`config.mk`:
```
export PLATFORM = sky130hd
export DESIGN_NAME = ifu_fetch_flat
export DESIGN_NICKNAME = d
export VERILOG_FILES = /design/src/rtl/ifu_fetch_pkg.sv /design/src/rtl/ifu_fetch_if.sv /design/src/rtl/ifu_wdt.sv /design/src/rtl/ifu_fetch.sv /design/src/flat_wrapper.sv
export SDC_FILE = /design/constraint.sdc
export NUM_CORES = 1
export LEC_CHECK = 0
export CAP_MARGIN = 25
export CELL_PAD_IN_SITES_DETAIL_PLACEMENT = 2
export CELL_PAD_IN_SITES_GLOBAL_PLACEMENT = 2
export CORE_UTILIZATION = 18
export CTS_BUF_LIST = sky130_fd_sc_hd__clkbuf_4 sky130_fd_sc_hd__clkbuf_8 sky130_fd_sc_hd__clkbuf_16
export DETAILED_ROUTE_END_ITERATION = 10
export PLACE_DENSITY = 0.95
export SLEW_MARGIN = 40
export SYNTH_ARGS = -nofsm -noshare
export SYNTH_HDL_FRONTEND = slang
export SYNTH_SLANG_ARGS = --single-unit
```
`constraint.sdc`:
```
create_clock -name clk -period 3.65 [get_ports clk]
set_input_delay 1.095 -clock clk [delete_from_list [all_inputs] [get_ports clk]]
set_output_delay 1.095 -clock clk [all_outputs]
set_load 0.05 [all_outputs]
```
`src/rtl/ifu_fetch_pkg.sv`:
```
`default_nettype none
// ============================================================================
// ifu_fetch_pkg : shared state, error-cause and bus encodings for the fetch unit
// Revision      : 1.0
// ============================================================================
package ifu_fetch_pkg;

  typedef enum logic [2:0] {
    S_BOOT = 3'd0,
    S_AR   = 3'd1,
    S_R    = 3'd2,
    S_EXEC = 3'd3,
    S_ERR  = 3'd4
  } fetch_state_e;

  localparam logic [1:0]  CAUSE_NONE     = 2'd0;
  localparam logic [1:0]  CAUSE_MISALIGN = 2'd1;
  localparam logic [1:0]  CAUSE_BUS      = 2'd2;
  localparam logic [1:0]  CAUSE_TMO      = 2'd3;

  localparam logic [1:0]  RESP_OKAY      = 2'b00;
  localparam logic [31:0] NOP_INST       = 32'h0000_0013;

endpackage
`default_nettype wire

```
`src/rtl/ifu_fetch_if.sv`:
```
`default_nettype none
// ============================================================================
// ifu_fetch_if : instruction-memory read channel (address + data phases)
// Revision     : 1.0
// ============================================================================
interface ifu_fetch_if #(
  parameter int DW = 64
);
  logic          arvalid;
  logic [DW-1:0] araddr;
  logic          arready;
  logic          rvalid;
  logic [DW-1:0] rdata;
  logic [1:0]    rresp;
  logic          rready;

  modport master (
    output arvalid, araddr, rready,
    input  arready, rvalid, rdata, rresp
  );

  modport slave (
    input  arvalid, araddr, rready,
    output arready, rvalid, rdata, rresp
  );
endinterface
`default_nettype wire

```
`src/rtl/ifu_wdt.sv`:
```
`default_nettype none
// ============================================================================
// ifu_wdt : read-data wait counter with timeout detection
// Revision: 1.0
// ============================================================================
module ifu_wdt #(
  parameter int TMO = 1023
) (
  input  wire logic clk,
  input  wire logic rstn,
  input  wire logic clr,
  input  wire logic en,
  output logic      expired
);
  localparam int CW = (TMO < 2) ? 1 : $clog2(TMO);

  logic [CW-1:0] r_cnt;

  always_ff @(posedge clk or negedge rstn) begin
    if (!rstn) begin
      r_cnt <= '0;
    end else if (clr) begin
      r_cnt <= '0;
    end else if (en) begin
      r_cnt <= r_cnt + CW'(1);
    end
  end

  // Fires on the idle cycle whose increment brings the count to TMO.
  assign expired = en && (r_cnt == CW'(TMO - 1));

endmodule
`default_nettype wire

```
`src/rtl/ifu_fetch.sv`:
```
`default_nettype none
// ============================================================================
// ifu_fetch : single-outstanding instruction fetch FSM with sticky fault report
// Revision  : 1.0
// ============================================================================
module ifu_fetch
  import ifu_fetch_pkg::*;
#(
  parameter int DW  = 64,
  parameter int TMO = 1023
) (
  input  wire logic          clk,
  input  wire logic          rstn,
  input  wire logic [DW-1:0] pc,
  output logic               pc_ld,
  input  wire logic          exe_done,
  output logic [31:0]        inst,
  output logic               inst_valid,
  output logic               fetch_err,
  output logic [1:0]         err_cause,
  ifu_fetch_if.master        imem
);

  fetch_state_e  r_state;
  fetch_state_e  w_next;
  logic          r_live;
  logic [31:0]   r_inst;
  logic [1:0]    r_cause;
  logic [1:0]    w_cause;
  logic          w_cause_we;
  logic          w_capture;
  logic          w_aligned;
  logic          w_expired;
  logic [DW-1:0] w_addr;
  logic [31:0]   w_word;

  generate
    if (DW == 64) begin : g_dw64
      assign w_addr = {pc[DW-1:3], 3'b000};
      assign w_word = pc[2] ? imem.rdata[63:32] : imem.rdata[31:0];
    end else begin : g_dw32
      assign w_addr = {pc[DW-1:2], 2'b00};
      assign w_word = imem.rdata[31:0];
    end
  endgenerate

  assign w_aligned = (pc[1:0] == 2'b00);

  ifu_wdt #(.TMO(TMO)) u_wdt (
    .clk     (clk),
    .rstn    (rstn),
    .clr     (r_state == S_AR),
    .en      ((r_state == S_R) && !imem.rvalid),
    .expired (w_expired)
  );

  // r_live holds BOOT silent for the first cycle after release so pc_ld never
  // depends on the asynchronous reset pin itself.
  always_ff @(posedge clk or negedge rstn) begin
    if (!rstn) begin
      r_state <= S_BOOT;
      r_live  <= 1'b0;
      r_inst  <= '0;
      r_cause <= CAUSE_NONE;
    end else begin
      r_state <= w_next;
      r_live  <= 1'b1;
      if (w_capture)  r_inst  <= w_word;
      if (w_cause_we) r_cause <= w_cause;
    end
  end

  always_comb begin
    w_next     = r_state;
    pc_ld      = 1'b0;
    w_cause    = CAUSE_NONE;
    w_cause_we = 1'b0;
    w_capture  = 1'b0;
    case (r_state)
      S_BOOT: begin
        if (r_live) begin
          pc_ld  = 1'b1;
          w_next = S_AR;
        end
      end
      S_AR: begin
        if (!w_aligned) begin
          w_next     = S_ERR;
          w_cause    = CAUSE_MISALIGN;
          w_cause_we = 1'b1;
        end else if (imem.arready) begin
          w_next = S_R;
        end
      end
      S_R: begin
        if (imem.rvalid) begin
          if (imem.rresp == RESP_OKAY) begin
            w_capture = 1'b1;
            w_next    = S_EXEC;
          end else begin
            w_next     = S_ERR;
            w_cause    = CAUSE_BUS;
            w_cause_we = 1'b1;
          end
        end else if (w_expired) begin
          w_next     = S_ERR;
          w_cause    = CAUSE_TMO;
          w_cause_we = 1'b1;
        end
      end
      S_EXEC: begin
        if (exe_done) begin
          pc_ld  = 1'b1;
          w_next = S_AR;
        end
      end
      S_ERR:   w_next = S_ERR;
      default: w_next = S_BOOT;
    endcase
  end

  assign imem.arvalid = (r_state == S_AR) && w_aligned;
  assign imem.araddr  = w_addr;
  assign imem.rready  = (r_state == S_R);

  assign inst       = r_inst;
  assign inst_valid = (r_state == S_EXEC);
  assign fetch_err  = (r_state == S_ERR);
  assign err_cause  = r_cause;

endmodule
`default_nettype wire

```
`src/flat_wrapper.sv`:
```
// flat-port wrapper written by rule: the top's interface ports become plain ports
module ifu_fetch_flat import ifu_fetch_pkg::*;
#(
  parameter int DW  = 64,
  parameter int TMO = 1023
)
  (clk, rstn, pc, pc_ld, exe_done, inst, inst_valid, fetch_err, err_cause, imem_arvalid, imem_araddr, imem_rready, imem_arready, imem_rvalid, imem_rdata, imem_rresp);
  ifu_fetch_if #(.DW(DW)) imem_i ();
  input  wire logic clk;
  input  wire logic rstn;
  input  wire logic [DW-1:0] pc;
  output logic pc_ld;
  input  wire logic exe_done;
  output logic [31:0] inst;
  output logic inst_valid;
  output logic fetch_err;
  output logic [1:0] err_cause;
  output wire logic [$bits(imem_i.arvalid)-1:0] imem_arvalid;
  output wire logic [$bits(imem_i.araddr)-1:0] imem_araddr;
  output wire logic [$bits(imem_i.rready)-1:0] imem_rready;
  input wire logic [$bits(imem_i.arready)-1:0] imem_arready;
  input wire logic [$bits(imem_i.rvalid)-1:0] imem_rvalid;
  input wire logic [$bits(imem_i.rdata)-1:0] imem_rdata;
  input wire logic [$bits(imem_i.rresp)-1:0] imem_rresp;
  assign imem_arvalid = imem_i.arvalid;
  assign imem_araddr = imem_i.araddr;
  assign imem_rready = imem_i.rready;
  assign imem_i.arready = imem_arready;
  assign imem_i.rvalid = imem_rvalid;
  assign imem_i.rdata = imem_rdata;
  assign imem_i.rresp = imem_rresp;
  ifu_fetch #(.DW(DW), .TMO(TMO)) u_core (.clk(clk), .rstn(rstn), .pc(pc), .pc_ld(pc_ld), .exe_done(exe_done), .inst(inst), .inst_valid(inst_valid), .fetch_err(fetch_err), .err_cause(err_cause), .imem(imem_i));
endmodule
```
==> flow_summary.rst <==
.. list-table::
   :header-rows: 1

   * - Metric
     - Value
   * - Busiest metal layer after global routing
     - met2
   * - Die area
     - 16200 sq um
   * - Drt total wl
     - about 8 mm
   * - Total gr overflow
     - 0
   * - Initial antenna violation count
     - 0
   * - Pin count of the biggest net entering global routing
     - 66
   * - Data arrival time of the worst path
     - 2.19 ns
   * - Top Family by Delay on Critical Path
     - buffers and inverters
   * - Placer congestion estimate
     - around 0.73
   * - Maximum clock skew at final layout
     - 0.00400 ns
   * - Overall track demand over capacity in global routing
     - 0.100
   * - Io pins
     - 238
   * - Bufs and invs on worst path
     - 1
   * - Final count of negative-setup-slack endpoints
     - 0
   * - Area Overhead vs Synth
     - 36.2%
   * - Fill cell total of the finished layout
     - around 1700
   * - Number of sinks driven by the clock tree
     - 48
   * - # Post-CTS Setup Buffers
     - 0
   * - Cells after synthesis
     - approximately 310
   * - Final worst path period need
     - 3.28 ns
   * - Max Fclk
     - 0.305 GHz
   * - Number of rows in the core area
     - 45
   * - Cell breakdown of the critical path
     - nor3b_1 -> clkdlybuf4s50_1
   * - Worst supply voltage drop on vdd
     - around 0.34 mV
   * - Routed Antenna Nets
     - 0
   * - Maximum single-stage delay on the critical path
     - 0.89 ns
   * - Tot Pwr
     - 2.72 mW
   * - Buffers on Ports
     - 112
   * - Die Ht
     - between 100 and 150 um
   * - Count of H-tree levels built during CTS
     - 2
   * - Die width
     - 127 um
   * - Count of hold-fix buffers inserted at cts
     - 0
   * - Total number of vias
     - around 2300
   * - Crit. End Element
     - primary output
   * - Max-Cap Viols
     - 0
   * - Placeable Area
     - 15300 sq um
   * - Clock buffers created by TritonCTS
     - 5
   * - Power per standard cell area
     - 707 nW/um^2
   * - Post-detail-place hpwl
     - 6.31 mm
   * - Met3 usage in global routing
     - 0.0318
   * - Maximum count of clock buffers along a single path
     - 2
   * - Antenna Diode Count
     - 0
   * - Vias in the first global route
     - about 2600
   * - Fraction of final layout cells with drive strength greater than 1
     - 0.0458
   * - Met1 global-route usage
     - 0.101
   * - Ys async rst share
     - 1.00
   * - CTS tree
     - yes
   * - Top FF cell, synth
     - dfrtp_1
   * - Relative max-transition margin
     - 0.578
   * - Mean area per synthesized cell
     - 9.23 sq um
   * - Final net count
     - between 400 and 500
   * - Run status
     - finished, final reports clean
   * - Number of search-and-repair iterations in the first detailed-routing pass
     - 2
   * - Wire per inst
     - 14.5 um
   * - Warnings from Yosys
     - 0
   * - Final hold vios
     - 0
   * - Final critical-path share of the clock period
     - 0.899
   * - Starting utilization of the core area
     - 0.185
   * - Seq/Total Area, Yosys
     - 0.425
   * - Count of unresolved DRC violations after routing
     - 0
   * - Required @ worst endpoint
     - 2.55 ns
   * - Average vias per placed instance
     - between 4 and 5
   * - Clock edge transition at the registers on the reported setup and hold paths
     - around 0.070 ns
   * - EDFF count, synth
     - 0
   * - Library cells used by synthesis
     - 30
   * - Setup Crit Path Kind
     - reg -> out
   * - First-pass GRT wire length
     - 12.8 mm
   * - Leakage power of the design
     - 1.62 nW
   * - Worst-path cell with the longest stage delay
     - clkdlybuf4s50_1
   * - Class of the most critical hold timing path
     - reg -> reg
   * - Largest fanout of any net on the critical path
     - 12
   * - Final slew viol count
     - 0
   * - Number of flip-flops and latches in the synthesized netlist
     - 48
   * - Met2 Track Usage GR
     - 0.189
   * - Post-synthesis instance area
     - 2830 sq um
   * - Sum Neg Setup Slack
     - 0 ns
   * - Clk root buf
     - clkbuf_16
   * - DRT iter0 DRCs
     - 41
   * - Kind of launch point of the worst setup path
     - register
   * - CTS resizes
     - 0
   * - Actual transition at the worst max-transition pin
     - 0.632 ns
   * - Clock insertion delay at the later pin of the skew report
     - about 0.29 ns
   * - Unrepaired setup endpoints after global routing
     - false
==> per-stage QoR <==
stage          std cells  utilization  cell area, sq um  setup slack [ns]  hold WS (ns)
4_1_cts              560        0.252              3850             0.337         0.488
2_1_floorplan        308            -              2830             0.363         0.510
3_3_place_gp         553        0.243              3700             0.476         0.464
3_5_place_dp         553        0.243              3710             0.462         0.474
6_report             560        0.252              3850             0.368         0.482
5_1_grt              560        0.252              3850             0.253         0.530
==> report_power, final <==
group	switching (mW)	total, mW	internal, mW
logic	0.910	1.40	0.491
clock network	0.199	0.456	0.257
registers	0.151	0.861	0.711
total	1.26	2.72	1.46
==> placed cells by master (no fill, tap or decap), types with 2 or more instances in the layout <==
cell,instances
clkdlybuf4s50_1,108
dfrtp_1,48
nand2_1,42
o21ai_0,37
mux2i_1,32
nor2_1,14
nor3_1,7
inv_1,6
xnor2_1,5
clkbuf_16,5
nand3_1,4
nand4_1,4
conb_1,4
buf_4,4
nor3b_1,3
a21oi_1,3
o31ai_1,2
a31oi_1,2
xor2_1,2
ha_1,2
buf_12,2
==> state kept, by name, indices dropped and copies added (netlist names) <==
name / cells
u_core.err_cause: 2
u_core.inst: 32
u_core.u_wdt.r_cnt: 10
u_core.r_state: 3
u_core.r_live: 1
==> metal layers <==
metal	vias up	part of all wire
met4	0	0.032
met5	-	0
li1	1038	-
met2	88	0.53
met1	1105	0.37
met3	37	0.068
==> path summary, 6_finish.rpt <==
path	start	end	slack (ns)	depth (start not counted)
min in group asynchronous	rstn	u_core.inst[3]	0.82	1
max in group asynchronous	rstn	u_core.inst[28]	2.40	1
hold / removal	u_core.inst[30]	u_core.inst[30]	0.48	2
hold reg to reg	u_core.inst[30]	u_core.inst[30]	0.48	2
setup reg to reg	u_core.r_state[1]	u_core.inst[26]	1.73	5
setup / recovery	u_core.r_state[1]	imem_rready	0.37	2
==> cell families (layout without fill, tap and decap cells) <==
| kind of cell | Yosys count | count (layout) | synth area share |
|---|---|---|---|
| muxes | 32 | 32 | 0.113 |
| adders and majority gates | 2 | 2 | 0.00886 |
| AOI/OAI and AO/OA | 48 | 48 | 0.0926 |
| DFF | 48 | 48 | 0.425 |
| buffers and inverters | 86 | 127 | 0.200 |
| xor gates and xnor gates | 7 | 7 | 0.0217 |
| other | 2 | 4 | 0.00266 |
| and+or+nand+nor | 81 | 81 | 0.136 |
==> worst reg2reg max path: stages (launching register included) <==
cell and delay (ns):
dfrtp_1 0.54, nor3b_1 0.46, nand3_2 0.14, buf_4 0.31, nand2_1 0.19, o21ai_0 0.12
==> cell type report <==
cell class / count / area [sq um] / area share
Clock inverter: 1 / 5.00 / 0.00130
Clock buffer: 6 / 133 / 0.0345
Tap cell: 211 / 264 / 0.0686
Sequential cell: 48 / 1200 / 0.312
Inverter: 6 / 22.5 / 0.00585
Multi-Input combinational cell: 174 / 1070 / 0.278
Timing Repair Buffer: 114 / 1150 / 0.299
==> cell usage after synthesis, types with 3 or more instances <==
library cell | n | area [sq um]
nor3b_1 | 3 | 22.5
nand3_1 | 5 | 25.0
a21oi_1 | 3 | 15.0
nor2_1 | 14 | 52.6
buf_4 | 64 | 480
nand4_1 | 4 | 25.0
xnor2_1 | 5 | 43.8
inv_1 | 6 | 22.5
o21ai_0 | 37 | 185
nor3_1 | 7 | 35.0
mux2i_1 | 32 | 320
clkbuf_1 | 14 | 52.6
nand2_1 | 42 | 158
dfrtp_1 | 48 | 1200
(Power assumes the default switching activity.)
